===== src/rtl/pio_pkg.sv =====
// pio_pkg: register map and edge-select encodings shared by the PIO block
package pio_pkg;
    localparam logic [2:0] ADDR_DATA    = 3'd0;
    localparam logic [2:0] ADDR_DIR     = 3'd1;
    localparam logic [2:0] ADDR_IRQMASK = 3'd2;
    localparam logic [2:0] ADDR_EDGECAP = 3'd3;
    localparam logic [2:0] ADDR_OUTSET  = 3'd4;
    localparam logic [2:0] ADDR_OUTCLR  = 3'd5;
    localparam int EDGE_NONE    = 0;
    localparam int EDGE_RISING  = 1;
    localparam int EDGE_FALLING = 2;
    localparam int EDGE_ANY     = 3;
endpackage


===== src/rtl/pio_sync_edge.sv =====
// pio_sync_edge: pad synchroniser, previous-sample flop, edge select and post-reset warm-up inhibit
module pio_sync_edge import pio_pkg::*; #(
    parameter int WIDTH       = 8,
    parameter int EDGE_TYPE   = EDGE_ANY,
    parameter int SYNC_STAGES = 2
) (
    input  logic             clk,
    input  logic             reset,
    input  logic [WIDTH-1:0] pad_i,
    output logic [WIDTH-1:0] sync_o,
    output logic [WIDTH-1:0] edges_o
);
    localparam logic [2:0] WARM = 3'(SYNC_STAGES + 1);
    logic [SYNC_STAGES-1:0][WIDTH-1:0] sync_q;
    logic [WIDTH-1:0] prev_q, rise, fall;
    logic [2:0] cnt_q, cnt_d;
    logic warm;
    // edges only count once the zeroed pipeline has been flushed by real samples
    always_comb begin
        sync_o  = sync_q[SYNC_STAGES-1];
        rise    = sync_o & ~prev_q;
        fall    = ~sync_o & prev_q;
        warm    = cnt_q == WARM;
        cnt_d   = warm ? cnt_q : cnt_q + 3'd1;
        edges_o = !warm                     ? '0 :
                  EDGE_TYPE == EDGE_RISING  ? rise :
                  EDGE_TYPE == EDGE_FALLING ? fall :
                  EDGE_TYPE == EDGE_ANY     ? rise | fall : '0;
    end
    // shift pads through the synchroniser and run the warm-up counter
    always_ff @(posedge clk) begin
        if (reset) begin
            sync_q <= '0;
            prev_q <= '0;
            cnt_q  <= '0;
        end else begin
            sync_q <= {sync_q[SYNC_STAGES-2:0], pad_i};
            prev_q <= sync_o;
            cnt_q  <= cnt_d;
        end
    end
endmodule


===== src/rtl/pio_bidir_irq.sv =====
// pio_bidir_irq: Avalon-MM bidirectional GPIO with edge capture, maskable irq and atomic set/clear
module pio_bidir_irq import pio_pkg::*; #(
    parameter int               WIDTH       = 8,
    parameter logic [WIDTH-1:0] RESET_VALUE = '0,
    parameter bit               OPEN_DRAIN  = 1'b0,
    parameter int               EDGE_TYPE   = EDGE_ANY,
    parameter int               SYNC_STAGES = 2
) (
    input  logic             clk,
    input  logic             reset,
    input  logic [2:0]       address,
    input  logic             chipselect,
    input  logic             read_n,
    input  logic             write_n,
    input  logic [WIDTH-1:0] writedata,
    output logic [WIDTH-1:0] readdata,
    input  logic [WIDTH-1:0] pad_in,
    output logic [WIDTH-1:0] pad_out,
    output logic [WIDTH-1:0] pad_oe,
    output logic             irq
);
    logic [WIDTH-1:0] data_q, data_d, dir_q, dir_d, mask_q, mask_d, cap_q, cap_d;
    logic [WIDTH-1:0] rdata_q, rdata_d, rsel, sync, edges;
    logic irq_q, irq_d, wr, rd;
    pio_sync_edge #(.WIDTH(WIDTH), .EDGE_TYPE(EDGE_TYPE), .SYNC_STAGES(SYNC_STAGES)) u_sync (
        .clk(clk), .reset(reset), .pad_i(pad_in), .sync_o(sync), .edges_o(edges)
    );
    // register writes, read mux on pre-write values, sticky capture where a new edge beats a clear
    always_comb begin
        wr      = chipselect & ~write_n;
        rd      = chipselect & ~read_n;
        data_d  = (wr && address == ADDR_DATA)   ? writedata :
                  (wr && address == ADDR_OUTSET) ? data_q | writedata :
                  (wr && address == ADDR_OUTCLR) ? data_q & ~writedata : data_q;
        dir_d   = (wr && address == ADDR_DIR)     ? writedata : dir_q;
        mask_d  = (wr && address == ADDR_IRQMASK) ? writedata : mask_q;
        cap_d   = (cap_q & ~((wr && address == ADDR_EDGECAP) ? writedata : '0)) | edges;
        rsel    = address == ADDR_DATA    ? sync :
                  address == ADDR_DIR     ? dir_q :
                  address == ADDR_IRQMASK ? mask_q :
                  address == ADDR_EDGECAP ? cap_q : '0;
        rdata_d = rd ? rsel : rdata_q;
        irq_d   = |(cap_q & mask_q);
    end
    // register file, read data and interrupt state
    always_ff @(posedge clk) begin
        if (reset) begin
            data_q  <= RESET_VALUE;
            dir_q   <= '0;
            mask_q  <= '0;
            cap_q   <= '0;
            rdata_q <= '0;
            irq_q   <= 1'b0;
        end else begin
            data_q  <= data_d;
            dir_q   <= dir_d;
            mask_q  <= mask_d;
            cap_q   <= cap_d;
            rdata_q <= rdata_d;
            irq_q   <= irq_d;
        end
    end
    assign pad_out  = OPEN_DRAIN ? '0 : data_q;
    assign pad_oe   = OPEN_DRAIN ? dir_q & ~data_q : dir_q;
    assign readdata = rdata_q;
    assign irq      = irq_q;
endmodule


===== config.mk =====
export PLATFORM = sky130hd
export DESIGN_NAME = pio_bidir_irq
export DESIGN_NICKNAME = d
export VERILOG_FILES = /design/src/rtl/pio_pkg.sv /design/src/rtl/pio_sync_edge.sv /design/src/rtl/pio_bidir_irq.sv
export SDC_FILE = /design/constraint.sdc
export NUM_CORES = 1
export LEC_CHECK = 0
export BUFFER_PORTS_ARGS = -buffer_cell sky130_fd_sc_hd__buf_4
export CAP_MARGIN = 40
export CORE_UTILIZATION = 30
export DETAILED_ROUTE_END_ITERATION = 8
export GPL_TIMING_DRIVEN = 0
export MAX_ROUTING_LAYER = met4
export PLACE_DENSITY = 0.59
export SYNTH_ARGS = -nofsm -noshare
export SYNTH_HDL_FRONTEND = slang
export SYNTH_SLANG_ARGS = --single-unit

===== constraint.sdc =====
create_clock -name clk -period 3.8 [get_ports clk]
set_clock_uncertainty 0.2 [all_clocks]
set_input_delay 0.95 -clock clk [delete_from_list [all_inputs] [get_ports clk]]
set_output_delay 0.95 -clock clk [all_outputs]
set_load 0.01 [all_outputs]

==> metrics, run 1 <==
status=complete, no violations; Synth Register Bits=68; Final min period=2.10 ns; Seq/Total Area, Yosys=48.5%; Die X=98.7 um; Clock transition at path regs=0.08 ns; final total power=1.46 mW; Area Growth Syn to Fin=24.0%; CP startpoint kind=primary input; TritonCTS clock tree=yes; DRT iter0 DRCs=139; Resize count post-CTS=0; final core utilization=39.1%; die height=98.7 um; # hold bufs at CTS=0; number of enable flip-flop cells after synthesis=0; io pins=49; hold path depth=1; vias in the first global route=2224; Req. time, crit path=3.86 ns; cell count after synthesis=296; crit end category=register; Clock Latency Late Sink=0.35 ns; dpl ws=1.33 ns; number of post-CTS setup repair buffers=0; maximum vdd drop=331 uV; Core ar.=8890 um2; # diodes=0; Placed Cells=451; DP HPWL=5600 um; Post-synth top flop=dfxtp_1; H-tree depth=3; non-filler cells, final=467; final setup TNS=0 ns; maximum clock insertion buffer count=2; Die Area=9740 um2; Yosys cell types=33; Least-Margin Pin Slew=0.656 ns; leak pwr=1.40 nW; Net Count, Synth=322; Final Setup Violations=0; largest net degree at the start of global routing=14; Avg WL per Cell=16.0 um; Power Dens Cells=420 nW/um2; area of the multi-input gates=1290 um2; share of cells above drive strength 1=21.2%; GR Util All Layers=16.6%; CTS buffer count=9; Hold Fails Final Rpt=0; Root Buffer=clkbuf_8; CTS sink cnt=68; critical path peak fanout=10; Final Cell Area=3480 um2; Filler cells=896; first-pass GRT wire length=11700 um; Reg area=1360 um2; Initial Util=31.6%; ys async rst share=0%; num rows=34; grt total ovfl=0; maximum clock frequency=475 MHz; initial antenna violation count=0; TritonRoute pass-1 iters=5; Tcrit/Tclk final=55.4%; Worst EP arrival=2.16 ns; port bufs=47; Max-Cap Viols=0; Mapped Avg Cell Area=9.48 um2; Worst Reg-to-Reg Cells=5; drt drc=0; number of max-slew violations in the final report=0; worst hold margin=0.239 ns; Final ANT Viol Nets=0; mapped cell area=2810 um2; critical path class=in -> reg; RSZ-0062 raised after global routing=no; Max-slew headroom=56.3%; fin nets=380; placed cell area=3290 um2; total routed wirelength=7470 um; Warnings, synthesis=0; DR vias/cell=5.03; final setup margin=1.70 ns; Hold/Removal Path Class=reg -> reg; Final GP Congestion=0.876; vias post-DR=2349
## where the power goes
group / switching (mW) / internal [mW]
sequential: 0.0169 / 0.738
clock: 0.297 / 0.259
combinational: 0.0855 / 0.0657
total: 0.400 / 1.06
## area by class of cell
type                            instances  area share [%]
Clock buffer                           10            3.96
Timing Repair Buffer                   47            10.1
Buffer                                 22            3.20
Inverter                               11            1.19
Multi-Input combinational cell        195            37.1
Sequential cell                        68            39.1
Clock inverter                          6            1.40
Tap cell                              108            3.88
## synth_stat cells (2+ instances only)
library cell,instances,area share [%]
o221a_1,8,3.2
a22o_1,8,2.5
xor2_1,9,2.8
a22oi_1,4,1.1
ha_1,2,0.89
nand2b_1,10,2.2
buf_2,4,0.71
inv_1,11,1.5
nor2_1,5,0.67
nand3_1,16,2.9
buf_4,2,0.54
nor2b_1,24,5.4
dfxtp_1,68,49
buf_1,3,0.40
nor4b_4,2,1.7
o21ai_1,4,0.71
mux2i_1,9,3.2
a21oi_1,42,7.5
nand2_1,16,2.1
buf_6,2,0.80
o31ai_1,8,2.1
o32ai_1,8,2.5
o21ai_0,12,2.1
clkbuf_1,10,1.3
## worst max-delay path: stages
cell     delay (ns)
buf_4          0.13
buf_4          0.19
nor4b_4        0.56
a21oi_1        0.09
o32ai_1        0.24
## layout by cell type, fill, tap and decap left out, types with 9 or more instances in the layout
cell,instances
dfxtp_1,68
buf_4,49
a21oi_1,42
nor2b_1,24
nand3_1,16
nand2_1,16
o21ai_0,12
inv_1,11
clkbuf_1,10
nand2b_1,10
clkbuf_8,10
xor2_1,9
mux2i_1,9
## metal layers
layer	wire length, um	vias up	part of all wire [%]	track usage (%)
li1	-	1166	-	-
met1	3460	1096	46	22.0
met2	3410	76	46	24.2
met3	470	11	6.3	5.18
met4	121	0	1.6	5.05
met5	0	-	0	-
## worst paths after layout
check / start / endpoint / slack, ns
max: address[1] / register / 1.70
min: u_sync.sync_q[4]$_SDFF_PP0_ / u_sync.sync_o[4]$_SDFF_PP0_ / 0.24
max reg2reg: u_sync.cnt_q[0]$_SDFFE_PP0N_ / u_sync.cnt_q[1]$_SDFFE_PP0N_ / 2.12
min reg2reg: u_sync.sync_q[4]$_SDFF_PP0_ / u_sync.sync_o[4]$_SDFF_PP0_ / 0.24
## cells by family after synthesis
family | after synthesis | synth area share (%)
buffers and inverters | 33 | 5.44
muxes | 9 | 3.21
and+or+nand+nor | 80 | 17.0
adders and majority gates | 2 | 0.892
DFF | 68 | 48.5
AOI/OAI and AO/OA | 95 | 22.1
xor gates and xnor gates | 9 | 2.81
Note: power is estimated with default switching activity, not from simulation.
==> inputs of run 2 (changes only) <==
ABC_AREA = 1   (was not set)
clock period = 2.11 ns   (was 3.8 ns; I/O delays follow)
==> run 2 against run 1 <==
Effect of this change: design area grew 2.4%; clock power grew 94%; combinational power grew 75%; core utilization shrank 0.56 points; register-to-register slack lost 1.8 ns; clock-buffer cell count shrank 1; via count grew 7.7%; critical path depth grew 2.
==> metrics, run 2 <==
status=complete, no violations; Clock transition at path regs=0.08 ns; cell count after synthesis=372; Tcrit/Tclk final=86.6%; maximum vdd drop=309 uV; Die X=99.5 um; critical path class=reg -> reg; hold path depth=3; Core ar.=9240 um2; TritonCTS clock tree=yes; num rows=35; die height=99.5 um; GR Util All Layers=15.7%; Final GP Congestion=0.854; largest family of logic cells by synthesized area=simple AND/OR/NAND/NOR gates; largest area contributor in the netlist=dfxtp_1; Synth Area in XOR/XNOR=0.307%; Least-Margin Pin Slew=0.686 ns; Max-slew headroom=54.3%; leak pwr=1.60 nW; CP startpoint kind=register; final core utilization=38.6%; DRT iter0 DRCs=111; vias in the first global route=2303; first-pass GRT wire length=11400 um; fin nets=456; critical path peak fanout=10; io pins=49; most frequent cells in the layout=68 x dfxtp_1, 63 x nand2_1, 57 x inv_1; number of post-CTS setup repair buffers=0; DR vias/cell=4.49; Root Buffer=clkbuf_8; Synth Register Bits=68; Resize count post-CTS=0; number of enable flip-flop cells after synthesis=0; Yosys cell types=27; Hold EP=u_sync.sync_q[2]$_SDFF_PP0_; Die Area=9900 um2; Worst EP arrival=1.85 ns; vias post-DR=2530; count leader, synth=dfxtp_1; maximum clock frequency=548 MHz; final setup TNS=0 ns; drt drc=0; largest net degree at the start of global routing=14; Mapped Avg Cell Area=7.67 um2; Reg-to-Reg End=cap_q[6]$_SDFF_PP0_; r2r startpoint=u_sync.cnt_q[0]$_SDFFE_PP0N_; Final min period=1.83 ns; final setup margin=0.284 ns; RSZ-0062 raised after global routing=no; Post-synth top flop=dfxtp_1; Power Dens Cells=758 nW/um2; number of max-slew violations in the final report=0; Net Count, Synth=398; mux cell area share after synthesis=0%; Hold Fails Final Rpt=0; port bufs=47; Adder-Cell Fraction of Synth Area=0.878%; Worst Reg-to-Reg Cells=7; initial antenna violation count=0; Area Growth Syn to Fin=25.0%; mapped cell area=2850 um2; Avg WL per Cell=12.5 um; Synth top area share=47.7%; dpl ws=0.172 ns; Initial Util=30.9%; commonest cells in the synthesized netlist=68 x dfxtp_1, 63 x nand2_1, 57 x inv_1, 43 x nor2_1, 42 x a21oi_1; Req. time, crit path=2.13 ns; post-synthesis compound-gate area fraction=19.1%; Warnings, synthesis=0; internal reg-to-reg setup slack=0.28 ns; total routed wirelength=7070 um; top cells by area, synth=dfxtp_1 48%, nand2_1 8.3%, inv_1 7.5%; Clock Latency Late Sink=0.35 ns; CTS buffer count=9; CTS sink cnt=68; Simple-Gate Fraction of Synth Area=20.8%; # hold bufs at CTS=0; Max-Cap Viols=0; TritonRoute pass-1 iters=4; share of cells above drive strength 1=19.3%; Hold/Removal Path Class=in -> reg; ys async rst share=0%; maximum clock insertion buffer count=2; H-tree depth=3; commonest non-fill, non-tap cell in the layout=dfxtp_1; Seq/Total Area, Yosys=47.7%; crit end category=register; DP HPWL=5240 um; Final ANT Viol Nets=0; Final Setup Violations=0; grt total ovfl=0; start point of the worst hold path=pad_in[2]; # diodes=0
-- run 2: cell count changes after synthesis, sizes merged, moves of 9 or more --
cell | previous run | this run
a211oi | 0 | 9
inv | 11 | 59
mux2i | 9 | 0
nand2 | 16 | 65
nand2b | 10 | 0
nor2 | 5 | 47
nor2b | 24 | 0
o21ai | 16 | 31
-- run 2: metal layers --
metal | global-route usage (%) | vias up | part of all wire, %
li1 | - | 1321 | -
met1 | 18.8 | 1136 | 45
met2 | 24.8 | 60 | 47
met3 | 4.15 | 13 | 5.1
met4 | 6.90 | 0 | 2.2
met5 | - | - | 0
-- run 2: power breakdown --
group / switching (mW) / internal, mW / leakage, nW / total [mW]
Combinational: 0.160 / 0.103 / 0.943 / 0.264
Clock: 0.527 / 0.551 / 0.104 / 1.08
Sequential: 0.0282 / 1.33 / 0.554 / 1.36
Total: 0.716 / 1.98 / 1.60 / 2.70
-- run 2: area by class of cell --
cell class	instances	area (um2)
buffer	16	97.6
timing repair buffer	47	353
tap	129	161
clock inverter	7	75.1
multi-input combinational	229	1170
sequential	68	1360
fill	995	5680
inverter	59	221
clock buffer	9	124
-- run 2: critical path: stages (launching register included) --
cell and delay [ns]:
dfxtp_1 0.32, ha_1 0.20, ha_1 0.23, inv_1 0.08, clkbuf_1 0.37, a21oi_1 0.07, o21ai_0 0.12, a21oi_1 0.09
-- run 2: cell families after synthesis --
logic type,after synthesis
AND/OR/NAND/NOR,131
AO/OA/AOI/OAI,95
buffers and inverters,75
flip-flops,68
adder cells (fa/ha/maj),2
XOR/XNOR,1
-- run 2: worst max-delay path by stage --
stage,start,to,slack [ns],cells past startpoint
CTS,u_sync.cnt_q[0]$_SDFFE_PP0N_,cap_q[6]$_SDFF_PP0_,0.26,7
floorplan,u_sync.cnt_q[0]$_SDFFE_PP0N_,cap_q[0]$_SDFF_PP0_,0.56,7
finish,u_sync.cnt_q[0]$_SDFFE_PP0N_,cap_q[6]$_SDFF_PP0_,0.28,7
detailed placement,address[2],readdata[1]$_SDFFE_PP0P_,0.17,7
global route,u_sync.cnt_q[0]$_SDFFE_PP0N_,cap_q[0]$_SDFF_PP0_,0.14,7
global placement,address[2],readdata[1]$_SDFFE_PP0P_,0.17,7
-- run 2: per-stage QoR --
stage | hold slack, ns | instances | instance area [um2] | power, mW
5_1_grt | 0.165 | 564 | 3560 | 2.82
2_1_floorplan | 0.188 | 372 | 2850 | 1.54
3_3_place_gp | 0.192 | 548 | 3370 | 1.65
3_5_place_dp | 0.193 | 548 | 3370 | 1.65
4_1_cts | 0.156 | 564 | 3560 | 2.73
6_report | 0.171 | 564 | 3560 | 2.70
==> inputs of run 3 (changes only) <==
PLACE_DENSITY = 0.6   (was 0.59)
==> run 3 against run 2 <==
Effect of this change: non-clock buffer count unchanged; critical path depth did not move; flip-flop and latch count unchanged; combinational power about the same; register-to-register slack is essentially flat; routed wire length stayed put; sequential power hardly changed; clock-buffer cell count rose by 1; design area decreased by 0.21%; core utilization is 0.081 points lower; die area is the same; clock power hardly changed; largest cell class unchanged; largest power group unchanged; highest routed layer unchanged.
==> metrics, run 3 (synthesis results as in run 2) <==
status=complete, no violations; Hold Fails Final Rpt=0; critical path peak fanout=10; number of max-slew violations in the final report=0; grt total ovfl=0; Resize count post-CTS=0; port bufs=47; final setup TNS=0 ns; RSZ-0062 raised after global routing=no; GR peak layer=met2; Avg WL per Cell=12.5 um; share of cells above drive strength 1=19.1%; H-tree depth=3; TritonRoute pass-1 iters=4; vias in the first global route=2387; Die X=99.5 um; Req. time, crit path=2.12 ns; maximum clock insertion buffer count=2; Die Area=9900 um2; CTS buffer count=9; leak pwr=1.59 nW; Least-Margin Pin Slew=0.655 ns; Power Dens Cells=751 nW/um2; met2 Track Usage GR=25.3%; met1 usage in global routing=18.6%; GR Util All Layers=15.9%; Final min period=1.83 ns; commonest non-fill, non-tap cell in the layout=dfxtp_1; final core utilization=38.5%; Final Setup Violations=0; Max-Cap Viols=0; num rows=35; first-pass GRT wire length=11600 um; io pins=49; Tcrit/Tclk final=86.9%; internal reg-to-reg setup slack=0.28 ns; number of post-CTS setup repair buffers=0; die height=99.5 um; CP startpoint kind=register; most frequent cells in the layout=68 x dfxtp_1, 63 x nand2_1, 57 x inv_1; Initial Util=30.9%; Hold/Removal Path Class=in -> reg; Root Buffer=clkbuf_8; Filler cells=983; DR vias/cell=4.48; final total power=2.67 mW; critical path class=reg -> reg; crit end category=register; largest net degree at the start of global routing=13; Clock transition at path regs=0.08 ns; Placed Cells=548; DRT iter0 DRCs=111; Clock Latency Late Sink=0.35 ns; maximum vdd drop=305 uV; drt drc=0; # diodes=0; initial antenna violation count=0; total routed wirelength=7070 um; Max-slew headroom=56.3%; Area Growth Syn to Fin=24.7%; Worst EP arrival=1.85 ns; non-filler cells, final=564; Core ar.=9240 um2; Final GP Congestion=0.868; maximum clock frequency=545 MHz; fin nets=456; grt met3 use=3.30%; vias post-DR=2528; # hold bufs at CTS=0; DP HPWL=5330 um; CTS sink cnt=68; TritonCTS clock tree=yes; Final ANT Viol Nets=0
==> run 3: power by group <==
part | switching, mW | internal [mW] | leakage (nW)
Combinational | 0.159 | 0.103 | 0.943
Sequential | 0.0275 | 1.33 | 0.554
Clock | 0.505 | 0.546 | 0.0927
Total | 0.691 | 1.98 | 1.59
==> run 3: area by class of cell <==
| class | count | area (um2) | area share (%) |
|---|---|---|---|
| Tap cell | 129 | 161 | 4.54 |
| Inverter | 59 | 221 | 6.23 |
| Clock buffer | 10 | 128 | 3.59 |
| Clock inverter | 6 | 63.8 | 1.79 |
| Buffer | 16 | 97.6 | 2.74 |
| Timing Repair Buffer | 47 | 353 | 9.92 |
| Sequential cell | 68 | 1360 | 38.3 |
| Multi-Input combinational cell | 229 | 1170 | 32.9 |
==> run 3: path summary, 6_finish.rpt <==
kind / startpoint / end / cells past startpoint
worst max-delay path: u_sync.cnt_q[0]$_SDFFE_PP0N_ / cap_q[6]$_SDFF_PP0_ / 7
worst max register to register: u_sync.cnt_q[0]$_SDFFE_PP0N_ / cap_q[6]$_SDFF_PP0_ / 7
worst min-delay path: pad_in[0] / u_sync.sync_q[0]$_SDFF_PP0_ / 3
worst min register to register: u_sync.sync_q[7]$_SDFF_PP0_ / u_sync.sync_o[7]$_SDFF_PP0_ / 2
==> run 3: worst max-delay path: stages, from the launching register on <==
cell      delay, ns
dfxtp_1        0.33
ha_1           0.20
ha_1           0.22
inv_1          0.08
clkbuf_1       0.38
a21oi_1        0.06
o21ai_0        0.13
a21oi_1        0.10
==> run 3: stage by stage <==
| step | hold slack (ns) | setup slack (ns) | instance area, um2 |
|---|---|---|---|
| 2_1_floorplan | 0.188 | 0.558 | 2850 |
| 3_3_place_gp | 0.192 | 0.160 | 3370 |
| 3_5_place_dp | 0.194 | 0.127 | 3370 |
| 4_1_cts | 0.166 | 0.258 | 3560 |
| 5_1_grt | 0.169 | 0.100 | 3560 |
| 6_report | 0.178 | 0.276 | 3560 |
==> run 3: metal layers <==
layer	wire (um)	part of all wire, %
met1	3110	44
met2	3420	48
met3	358	5.1
met4	179	2.5
met5	0	0
